**config.mk**
```make
export PLATFORM = sky130hd
export DESIGN_NAME = sar_adc_ctrl
export DESIGN_NICKNAME = d
export VERILOG_FILES = /design/src/rtl/sar_adc_pkg.sv /design/src/rtl/sar_adc_sync.sv /design/src/rtl/sar_adc_ctrl.sv
export SDC_FILE = /design/constraint.sdc
export NUM_CORES = 1
export LEC_CHECK = 0
export BUFFER_PORTS_ARGS = -buffer_cell sky130_fd_sc_hd__buf_4
export CAP_MARGIN = 20
export CORE_MARGIN = 2
export CORE_UTILIZATION = 38
export CTS_CLUSTER_SIZE = 8
export DETAILED_ROUTE_END_ITERATION = 10
export PLACE_DENSITY = 0.7
export SLEW_MARGIN = 0
export SYNTH_ARGS = -nofsm -noshare
export SYNTH_HDL_FRONTEND = slang
export SYNTH_SLANG_ARGS = --single-unit
```
**constraint.sdc**
```tcl
create_clock -name mclk -period 5.4 [get_ports mclk]
set_input_delay 0 -clock mclk [delete_from_list [all_inputs] [get_ports mclk]]
set_output_delay 0 -clock mclk [all_outputs]
set_load 0.03 [all_outputs]
```
**src/rtl/sar_adc_pkg.sv**
```systemverilog
// Shared types and default sizing for the SAR ADC conversion engine.
// Optional comparator synchronizer is selected with SAR_ADC_COMP_SYNC_EN.
package sar_adc_pkg;

    typedef enum logic [1:0] {
        IDLE    = 2'd0,
        SAMPLE  = 2'd1,
        CONVERT = 2'd2,
        DONE    = 2'd3
    } sar_state_t;

    localparam int DEF_ADC_WIDTH    = 8;
    localparam int DEF_NUM_CH       = 6;
    localparam int DEF_SAMPLE_TICKS = 2;
    localparam int DEF_SETTLE_TICKS = 1;

endpackage

```
**src/rtl/sar_adc_sync.sv**
```systemverilog
// Two-flop synchronizer bringing the asynchronous comparator output into the mclk domain.
// Only instantiated when SAR_ADC_COMP_SYNC_EN is defined.
module sar_adc_sync (
    input  logic clk,
    input  logic srst,
    input  logic d,
    output logic q
);

    logic [1:0] sync_reg;

    always_ff @(posedge clk) begin
        if (srst) begin
            sync_reg <= '0;
        end else begin
            sync_reg <= {sync_reg[0], d};
        end
    end

    assign q = sync_reg[1];

endmodule

```
**src/rtl/sar_adc_ctrl.sv**
```systemverilog
// SAR conversion engine: sample/hold sequencing, binary search of the DAC code against the
// comparator, result hand-back. Define SAR_ADC_COMP_SYNC_EN to synchronize comp_in.
module sar_adc_ctrl
    import sar_adc_pkg::*;
#(
    parameter int ADC_WIDTH    = DEF_ADC_WIDTH,
    parameter int NUM_CH       = DEF_NUM_CH,
    parameter int SAMPLE_TICKS = DEF_SAMPLE_TICKS,
    parameter int SETTLE_TICKS = DEF_SETTLE_TICKS
) (
    input  logic                 mclk,
    input  logic                 reset,
    input  logic                 pulse1m_mclk,
    input  logic                 start_conv,
    input  logic [2:0]           adc_ch_no,
    input  logic                 comp_in,
    output logic                 conv_done,
    output logic [ADC_WIDTH-1:0] adc_result,
    output logic [ADC_WIDTH-1:0] dac_code,
    output logic                 sample_en,
    output logic [NUM_CH-1:0]    ch_sel
);

    localparam int MAX_TICKS = (SAMPLE_TICKS > SETTLE_TICKS) ? SAMPLE_TICKS : SETTLE_TICKS;
    localparam int CNT_W     = (MAX_TICKS > 1) ? $clog2(MAX_TICKS) : 1;
    localparam int BIT_W     = (ADC_WIDTH > 1) ? $clog2(ADC_WIDTH) : 1;

    sar_state_t           state_reg;
    logic [CNT_W-1:0]     cnt_reg;
    logic [BIT_W-1:0]     bit_reg;
    logic                 comp_bit;
    logic [NUM_CH-1:0]    ch_onehot;
    logic [ADC_WIDTH-1:0] next_trial_mask;
    logic [ADC_WIDTH-1:0] resolved_code;

`ifdef SAR_ADC_COMP_SYNC_EN
    sar_adc_sync u_comp_sync (
        .clk  (mclk),
        .srst (reset),
        .d    (comp_in),
        .q    (comp_bit)
    );
`else
    assign comp_bit = comp_in;
`endif

    // Out-of-range channel numbers decode to no mux select; the conversion still runs.
    generate
        for (genvar gi = 0; gi < NUM_CH; gi++) begin : g_ch_dec
            assign ch_onehot[gi] = (32'(adc_ch_no) == gi);
        end
        for (genvar gi = 0; gi < ADC_WIDTH; gi++) begin : g_trial_mask
            assign next_trial_mask[gi] = (32'(bit_reg) == gi + 1);
        end
    endgenerate

    always_comb begin
        resolved_code = dac_code;
        if (!comp_bit) begin
            resolved_code[bit_reg] = 1'b0;
        end
    end

    always_ff @(posedge mclk) begin
        if (reset) begin
            state_reg  <= IDLE;
            cnt_reg    <= '0;
            bit_reg    <= '0;
            conv_done  <= 1'b0;
            adc_result <= '0;
            dac_code   <= '0;
            sample_en  <= 1'b0;
            ch_sel     <= '0;
        end else if (pulse1m_mclk) begin
            case (state_reg)
                IDLE: begin
                    if (start_conv) begin
                        ch_sel    <= ch_onehot;
                        sample_en <= 1'b1;
                        cnt_reg   <= CNT_W'(SAMPLE_TICKS - 1);
                        state_reg <= SAMPLE;
                    end
                end
                SAMPLE: begin
                    if (!start_conv) begin
                        sample_en <= 1'b0;
                        ch_sel    <= '0;
                        dac_code  <= '0;
                        state_reg <= IDLE;
                    end else if (cnt_reg == '0) begin
                        sample_en <= 1'b0;
                        dac_code  <= ADC_WIDTH'(1) << (ADC_WIDTH - 1);
                        bit_reg   <= BIT_W'(ADC_WIDTH - 1);
                        cnt_reg   <= CNT_W'(SETTLE_TICKS - 1);
                        state_reg <= CONVERT;
                    end else begin
                        cnt_reg <= cnt_reg - CNT_W'(1);
                    end
                end
                CONVERT: begin
                    if (!start_conv) begin
                        ch_sel    <= '0;
                        dac_code  <= '0;
                        state_reg <= IDLE;
                    end else if (cnt_reg == '0) begin
                        if (bit_reg == '0) begin
                            dac_code   <= resolved_code;
                            adc_result <= resolved_code;
                            conv_done  <= 1'b1;
                            state_reg  <= DONE;
                        end else begin
                            dac_code <= resolved_code | next_trial_mask;
                            bit_reg  <= bit_reg - BIT_W'(1);
                            cnt_reg  <= CNT_W'(SETTLE_TICKS - 1);
                        end
                    end else begin
                        cnt_reg <= cnt_reg - CNT_W'(1);
                    end
                end
                DONE: begin
                    // Requester must drop start_conv before another conversion can begin.
                    if (!start_conv) begin
                        conv_done <= 1'b0;
                        ch_sel    <= '0;
                        dac_code  <= '0;
                        state_reg <= IDLE;
                    end
                end
                default: state_reg <= IDLE;
            endcase
        end
    end

endmodule
```
==> results.json, run 1 <==
{
  "cts_tree": "built",
  "cts_buffers": 5,
  "grt_pass1_vias": 1257,
  "synth_edf_count": 0,
  "worstSetupEndpointType": "register",
  "critPathLaunchType": "register",
  "hp-start": "adc_ch_no[2]",
  "ys_types": 45,
  "power.leakage_nw": 0.772,
  "ctsLongestPathBuffers": 2,
  "fin_ws_ns": 3.41,
  "clk_latency_ns": 0.27,
  "critical_path_class": "register to register",
  "synthFlopType": "dfxtp_1",
  "cts.sinks": 30,
  "gr-total-overflow": 0,
  "antenna_found_initial": 0,
  "cp_data_required_time_ns": 5.60,
  "die_x_um": 69.2,
  "num_antenna_cells": 0,
  "dr.pass1.iters": 4,
  "antenna_left": 0,
  "finalNonFillerCells": 259,
  "nets": 226,
  "ctsResizeCount": 0,
  "yosysWarnings": 0,
  "grt_pass1_wl_um": 6000,
  "place.port_buffers": 31,
  "worstPathMaxFanout": 10,
  "period_share_pct": 36.9,
  "cts_setup_buffers": 0,
  "syn_inst": 178,
  "ir_drop_uv": 179,
  "drive_gt1_share_pct": 23.0,
  "placed_cells": 251,
  "htreeDepth": 2,
  "hold_viol": 0,
  "root_buffer": "clkbuf_8",
  "drt-total-wl_um": 3550,
  "nFillCells": 407,
  "drv_cap": 0,
  "ys_ff_latch": 30,
  "io_pins": 32,
  "syn_nets": 196,
  "initial_core_util_pct": 39.8,
  "register_area_um2": 601,
  "async_flop_share_pct": 0,
  "ys_seq_area_share_pct": 37.2,
  "drt_iter0_markers": 96,
  "multi_input_area_um2": 915,
  "pre_cts_slack_ns": 3.44,
  "slew_viol_final": 0,
  "power_density_nw_per_um2": 246,
  "layout_min_cycle_time_ns": 1.99,
  "die_y_um": 69.2,
  "outcome": "finished clean",
  "skew_ns": 0.00284,
  "via_per_inst": 5.36,
  "rr_startpoint": "state_reg[0]",
  "place_area_um2": 1860,
  "drcViolationCount": 0,
  "area_growth_pct": 21.1,
  "min_path_type": "primary input to register",
  "arrival_ns": 2.19,
  "core_um2": 4060,
  "core.rowCount": 23,
  "grt_setup_unrepaired": "false",
  "dp_hpwl_um": 2550,
  "grt_use_total_pct": 15.1,
  "fin_area_um2": 1950,
  "wire_per_inst_um": 13.7,
  "synthesis.area_um2": 1610,
  "top_regs": "adc_result x8, dac_code x8, ch_sel x6",
  "power_mw": 0.480,
  "worst_pin_slew_ns": 0.399,
  "finalSetupViolations": 0,
  "place_congestion": 0.878,
  "cp-startpoint": "state_reg[0]",
  "grt_max_degree": 23,
  "avgSynthCellArea_um2": 9.07,
  "setup-tns-final_ns": 0,
  "postCtsHoldBufs": 0,
  "clk_pin_slew_ns": 0.07,
  "die_area_um2": 4780,
  "max-slew-margin-rel_pct": 73.1,
  "timing.fmax_ghz": 0.502,
  "vias": 1388
}
-- cell usage after synthesis (all sizes together), types with 3 or more instances --
| master | instances | area, µm² |
|---|---|---|
| dfxtp | 30 | 601 |
| nor2 | 20 | 82.6 |
| inv | 14 | 52.6 |
| a21oi | 13 | 65.1 |
| nand2 | 13 | 48.8 |
| mux2i | 11 | 110 |
| ha | 10 | 125 |
| o2bb2ai | 7 | 61.3 |
| a31oi | 5 | 31.3 |
| buf | 5 | 35.0 |
| o21ai | 5 | 28.8 |
| nand3 | 4 | 32.5 |
| clkbuf | 3 | 11.3 |
| nand3b | 3 | 35.0 |
| o211ai | 3 | 27.5 |
| or3 | 3 | 18.8 |
-- worst max-delay path, cell delays in order, from the launching register on --
cell	delay [ns]
dfxtp_1	0.39
inv_1	0.10
ha_1	0.35
o211ai_2	0.25
nand4b_2	0.16
or3_1	0.47
o2bb2ai_1	0.19
-- layout make-up --
class / instances / area share, %
multi-input cells: 126 / 46.8
flip-flops and latches: 30 / 30.7
repair buffers: 31 / 11.9
clock buffers: 7 / 4.42
well taps: 50 / 3.20
inverters: 14 / 2.69
clock inverters: 1 / 0.256
-- stage by stage --
stage               hold WS (ns)  utilization [%]
floorplan                  0.182                -
detailed placement         0.318             45.9
global placement           0.313             45.9
global route              0.0288             48.2
finish                    0.0297             48.2
CTS                       0.0217             48.2
-- report_power, final --
group,switching [mW],internal (mW),total (mW)
Combinational,0.0359,0.0234,0.0593
Clock,0.0845,0.103,0.187
Sequential,0.00757,0.226,0.234
Total,0.128,0.352,0.480
-- per-layer routing --
| metal | GRT usage, % | vias to the layer above | share of wire [%] |
|---|---|---|---|
| li1 | - | 706 | - |
| met3 | 4.36 | 5 | 5.3 |
| met1 | 20.6 | 641 | 49 |
| met2 | 22.9 | 36 | 45 |
| met5 | 0 | - | 0 |
| met4 | 5.45 | 0 | 1.2 |
-- placed cells by master, fill, tap and decap left out, types with 3 or more instances in the layout --
cell type  count
a21oi_1       13
a31oi_1        5
buf_4         31
clkbuf_8       6
dfxtp_1       30
ha_1          10
inv_1         14
mux2i_1       11
nand2_1       13
nand3_1        3
nor2_1        19
o21ai_0        4
o2bb2ai_1      7
or3_1          3
-- final timing paths --
| kind | to | slack, ns | depth (start not counted) |
|---|---|---|---|
| worst max-delay path | dac_code[1] | 3.41 | 6 |
| worst min register to register | ch_sel[3] | 0.46 | 2 |
| worst min-delay path | ch_sel[1] | 0.03 | 3 |
| worst max register to register | dac_code[1] | 3.41 | 6 |
-- cells by family (layout without fill, tap and decap cells) --
kind of cell | count (synthesis) | after routing | share of synthesized area, %
flip-flops | 30 | 30 | 37.2
adder cells (fa/ha/maj) | 10 | 10 | 7.75
buffers and inverters | 22 | 53 | 6.12
multiplexers | 11 | 11 | 6.82
AND/OR/NAND/NOR | 59 | 59 | 21.4
AO/OA/AOI/OAI | 46 | 46 | 20.7
No activity file was read; power rests on OpenSTA's default activity.
==> run 2: changes to the inputs <==
- PLACE_DENSITY: 0.7 -> 0.72
- clock period: 5.4 -> 1.8 ns (I/O delays scaled with it)
==> results.json, run 2 (same netlist as run 1, synthesis figures left out) <==
{
  "finalSetupViolations": 0,
  "worst_pin_slew_ns": 0.404,
  "layout_min_cycle_time_ns": 1.73,
  "max-slew-margin-rel_pct": 73.1,
  "crit_chain": "inv_1, ha_1, o211ai_2, nand4b_2, or3_4, o2bb2ai_1",
  "drv_cap": 0,
  "antenna_left": 0,
  "min_path_type": "primary input to register",
  "die_x_um": 69.2,
  "mostFrequentLayoutCells": "buf_4, dfxtp_1, nor2_1",
  "antenna_found_initial": 0,
  "clk_latency_ns": 0.28,
  "power_density_nw_per_um2": 723,
  "nets": 234,
  "postCtsHoldBufs": 0,
  "cts.sinks": 30,
  "cts_buffers": 5,
  "die_y_um": 69.2,
  "cpMaxStageDelayCell": "or3_4",
  "die_area_um2": 4780,
  "critPathLaunchType": "register",
  "dp_hpwl_um": 2640,
  "htreeDepth": 2,
  "arrival_ns": 1.94,
  "top_regs": "adc_result x8, dac_code x8, ch_sel x6",
  "slew_viol_final": 0,
  "io_pins": 32,
  "place.port_buffers": 31,
  "nFillCells": 400,
  "power.leakage_nw": 0.811,
  "cp_data_required_time_ns": 2.01,
  "hold_ws_ns": 0.0193,
  "hold_viol": 0,
  "root_buffer": "clkbuf_8",
  "grt_max_degree": 23,
  "ctsLongestPathBuffers": 2,
  "cts_tree": "built",
  "final_common_cell": "buf_4",
  "ir_drop_uv": 345,
  "grt_use_total_pct": 15.3,
  "critical_path_class": "register to register",
  "initial_core_util_pct": 39.8,
  "worstPathMaxFanout": 7,
  "core.rowCount": 23,
  "post-route-util_pct": 50.0,
  "drcViolationCount": 0,
  "gr-total-overflow": 0,
  "worstSetupEndpointType": "register",
  "period_share_pct": 96.1,
  "area_growth_pct": 25.6,
  "r2r_setup_slack_ns": 0.07,
  "drt_iter0_markers": 75,
  "outcome": "finished clean",
  "wire_per_inst_um": 13.8,
  "via_per_inst": 5.36,
  "grt_setup_unrepaired": "true",
  "grt_pass1_vias": 1294,
  "slowest_delay_ns": 0.46,
  "place_congestion": 0.904,
  "dr.pass1.iters": 4,
  "core_um2": 4060,
  "grt_pass1_wl_um": 5980,
  "power_mw": 1.46,
  "timing.fmax_ghz": 0.578,
  "drive_gt1_share_pct": 27.6,
  "vias": 1432,
  "drt-total-wl_um": 3680,
  "skew_ns": 0.00561,
  "clk_pin_slew_ns": 0.07,
  "num_antenna_cells": 0
}
-- run 2: cell types whose count changed in the layout (fill, tap and decap cells not counted), sizes merged --
cell,change
buf,+8
clkbuf,-1
clkinvlp,+1
-- run 2: critical path, delay by kind of cell (launching register included) --
kind | cells | cell delay, ns
adder cells (fa/ha/maj) | 1 | 0.21
AND/OR/NAND/NOR | 2 | 0.65
flip-flops | 1 | 0.36
AO/OA/AOI/OAI | 2 | 0.35
buffers and inverters | 1 | 0.10
-- run 2: layout make-up --
class | count | area, µm² | share of cell area (%)
Timing Repair Buffer | 39 | 293 | 14.4
Inverter | 14 | 52.6 | 2.59
Tap cell | 50 | 62.6 | 3.09
Multi-Input combinational cell | 126 | 922 | 45.5
Sequential cell | 30 | 602 | 29.7
Clock inverter | 2 | 12.5 | 0.617
Clock buffer | 6 | 82.6 | 4.07
-- run 2: power breakdown --
part	switching, mW	total, mW	internal [mW]
sequential	0.0198	0.699	0.679
combinational	0.117	0.198	0.0804
clock	0.262	0.568	0.307
total	0.399	1.46	1.07
-- run 2: path summary, 6_finish.rpt --
| kind | to | cells past startpoint | startpoint |
|---|---|---|---|
| max | dac_code[0] | 6 | state_reg[1] |
| min | ch_sel[1] | 3 | adc_ch_no[2] |
| max reg2reg | dac_code[0] | 6 | state_reg[1] |
| min reg2reg | ch_sel[3] | 2 | ch_sel[3] |
-- run 2: per-stage QoR --
| stage | area [µm²] | TNS (ns) | setup slack, ns | instances |
|---|---|---|---|---|
| finish | 2030 | 0 | 0.0698 | 267 |
| global route | 2030 | -0.300 | -0.0613 | 267 |
| CTS | 2010 | 0 | 0.0282 | 266 |
| detailed placement | 1920 | 0 | 0.0461 | 258 |
| global placement | 1920 | 0 | 0.0785 | 258 |
| floorplan | 1610 | 0 | 0.0922 | 178 |
-- run 2: what timing repair did --
| action | 4_1_cts | 5_1_grt |
|---|---|---|
| setup buffers | 0 | 1 |
| setup endpoints to repair | 0 | 11 |
| gates resized for setup | 0 | 4 |
-- run 2: per-layer routing --
layer	wire (µm)	global-route usage (%)
met1	1830	21.1
met2	1590	22.5
met3	211	4.36
met4	39	5.88
met5	0	0
==> run 3: changes to the inputs <==
- ABC_AREA: unset -> 1
==> results.json, run 3 <==
{
  "core.rowCount": 24,
  "ctsLongestPathBuffers": 2,
  "dp_hpwl_um": 2680,
  "outcome": "finished clean",
  "antenna_left": 0,
  "arrival_ns": 1.81,
  "synthFlopType": "dfxtp_1",
  "hp-start": "adc_ch_no[1]",
  "critPathLaunchType": "register",
  "wire_per_inst_um": 10.9,
  "worst_pin_slew_ns": 0.344,
  "grt_max_degree": 22,
  "antenna_found_initial": 0,
  "drt_iter0_markers": 108,
  "skew_ns": 0.00630,
  "ys_seq_area_share_pct": 36.0,
  "top_regs": "adc_result x8, dac_code x8, ch_sel x6",
  "avgSynthCellArea_um2": 6.94,
  "hold_depth": 3,
  "vias": 1552,
  "area_growth_pct": 22.1,
  "power_density_nw_per_um2": 743,
  "place.port_buffers": 31,
  "initial_core_util_pct": 38.8,
  "cp_top_family": "simple AND/OR/NAND/NOR gates",
  "die_y_um": 70.2,
  "worstSetupEndpointType": "register",
  "synthesis.area_um2": 1670,
  "yosys.area.top_type_share_pct": 36.0,
  "worstPathMaxFanout": 6,
  "r2r_setup_slack_ns": 0.16,
  "core_um2": 4290,
  "grt_pass1_vias": 1428,
  "clk_pin_slew_ns": 0.07,
  "power_mw": 1.51,
  "slew_viol_final": 0,
  "yosysTopAreaCell": "dfxtp_1",
  "ys_types": 25,
  "crit_chain": "inv_1, ha_2, inv_2, buf_4, o21ai_0, nor2_1, nand2_1, nand2_1, o21ai_1, nor2_1",
  "cts_tree": "built",
  "setup-tns-final_ns": 0,
  "final_common_cell": "nand2_1",
  "cpMaxStageDelayCell": "dfxtp_1",
  "hold_end": "ch_sel[2]",
  "rr_startpoint": "state_reg[0]",
  "grt_setup_unrepaired": "false",
  "finalSetupViolations": 0,
  "yosysWarnings": 0,
  "grt_pass1_wl_um": 6170,
  "syn_nets": 258,
  "htreeDepth": 2,
  "period_share_pct": 91.0,
  "io_pins": 32,
  "timing.fmax_ghz": 0.610,
  "cts_buffers": 5,
  "crit_buf_inv": 3,
  "reg2reg_depth": 10,
  "cp_data_required_time_ns": 1.97,
  "synth.area.top_cells": "dfxtp_1, nand2_1, nor2_1",
  "via_per_inst": 4.73,
  "syn_inst": 240,
  "hold_viol": 0,
  "drive_gt1_share_pct": 22.5,
  "ys_ff_latch": 30,
  "grt_use_total_pct": 15.3,
  "die_x_um": 70.2,
  "yosysMostFrequentCell": "nand2_1",
  "ir_drop_uv": 610,
  "critical_path_class": "register to register",
  "drt-total-wl_um": 3580,
  "gr-total-overflow": 0,
  "slowest_delay_ns": 0.34,
  "cts.sinks": 30,
  "root_buffer": "clkbuf_8",
  "dr.pass1.iters": 4,
  "post-route-util_pct": 47.4,
  "synth_edf_count": 0,
  "place_congestion": 0.815,
  "die_area_um2": 4930,
  "r2r-end": "bit_reg[1]",
  "drv_cap": 0,
  "max-slew-margin-rel_pct": 77.0,
  "async_flop_share_pct": 0,
  "mostFrequentLayoutCells": "nand2_1, nor2_1, buf_4",
  "min_path_type": "primary input to register",
  "hold_ws_ns": 0.0158,
  "postCtsHoldBufs": 0,
  "num_antenna_cells": 0,
  "clk_latency_ns": 0.28,
  "synth_common_cells": "nand2_1, nor2_1, dfxtp_1",
  "drcViolationCount": 0,
  "nets": 293,
  "power.leakage_nw": 0.927,
  "layout_min_cycle_time_ns": 1.64
}
## run 3: cell count changes in the layout (fill, tap and decap cells not counted), sizes merged, moves of 9 or more
| cell | delta |
|---|---|
| mux2i | -11 |
| nor2 | +28 |
| a21oi | +9 |
| nand2 | +59 |
| inv | +10 |
## run 3: logic make-up after synthesis
logic type / after synthesis / share of synthesized area [%]
simple gates: 135 / 36.0
compound gates: 34 / 11.3
buf+inv: 30 / 8.56
flops: 30 / 36.0
fa+ha+maj: 10 / 7.51
xor+xnor: 1 / 0.526
## run 3: stage by stage
stage / std cells / worst slack [ns] / instance area [µm²]
6_report: 328 / 0.161 / 2040
5_1_grt: 328 / 0.0338 / 2040
4_1_cts: 326 / 0.0844 / 2010
3_5_place_dp: 318 / 0.102 / 1920
3_3_place_gp: 318 / 0.176 / 1920
2_1_floorplan: 240 / 0.314 / 1670
## run 3: worst max path at each step
stage               slack [ns]            to         start  cells past startpoint
floorplan                 0.31  state_reg[0]  state_reg[0]                      9
global placement          0.18   dac_code[6]  state_reg[0]                      9
detailed placement        0.10   dac_code[0]  state_reg[0]                      9
CTS                       0.08   dac_code[0]  state_reg[0]                      9
global route              0.03    bit_reg[1]  state_reg[0]                     10
finish                    0.16    bit_reg[1]  state_reg[0]                     10
## run 3: power by group
| part | internal (mW) | switching (mW) | total (mW) |
|---|---|---|---|
| Clock | 0.307 | 0.262 | 0.569 |
| Combinational | 0.0825 | 0.155 | 0.237 |
| Sequential | 0.686 | 0.0195 | 0.706 |
| Total | 1.08 | 0.436 | 1.51 |
## run 3: area by class of cell
class | instances | area, µm²
Fill cell | 437 | 2260
Multi-Input combinational cell | 180 | 928
Sequential cell | 30 | 602
Timing Repair Buffer | 34 | 255
Inverter | 24 | 90.1
Clock buffer | 6 | 82.6
Tap cell | 52 | 65.1
Clock inverter | 2 | 12.5
## run 3: layer usage
metal / global-route usage (%) / share of wire (%) / vias to the layer above
met5: 0 / 0 / -
met4: 4.49 / 1.4 / 0
met3: 3.75 / 5.4 / 7
met2: 26.6 / 46 / 39
met1: 18.7 / 47 / 686
li1: - / - / 820
## run 3: repair_timing
| action | in CTS | in global routing |
|---|---|---|
| buffers inserted | 0 | 2 |
| endpoints found under the setup margin | 0 | 8 |
| gates resized for setup | 0 | 3 |
## run 3: worst reg2reg max path: stages (launching register included)
cell and delay (ns):
dfxtp_1 0.34, inv_1 0.12, ha_2 0.25, inv_2 0.06, buf_4 0.15, o21ai_0 0.19
nor2_1 0.06, nand2_1 0.16, nand2_1 0.07, o21ai_1 0.08, nor2_1 0.06
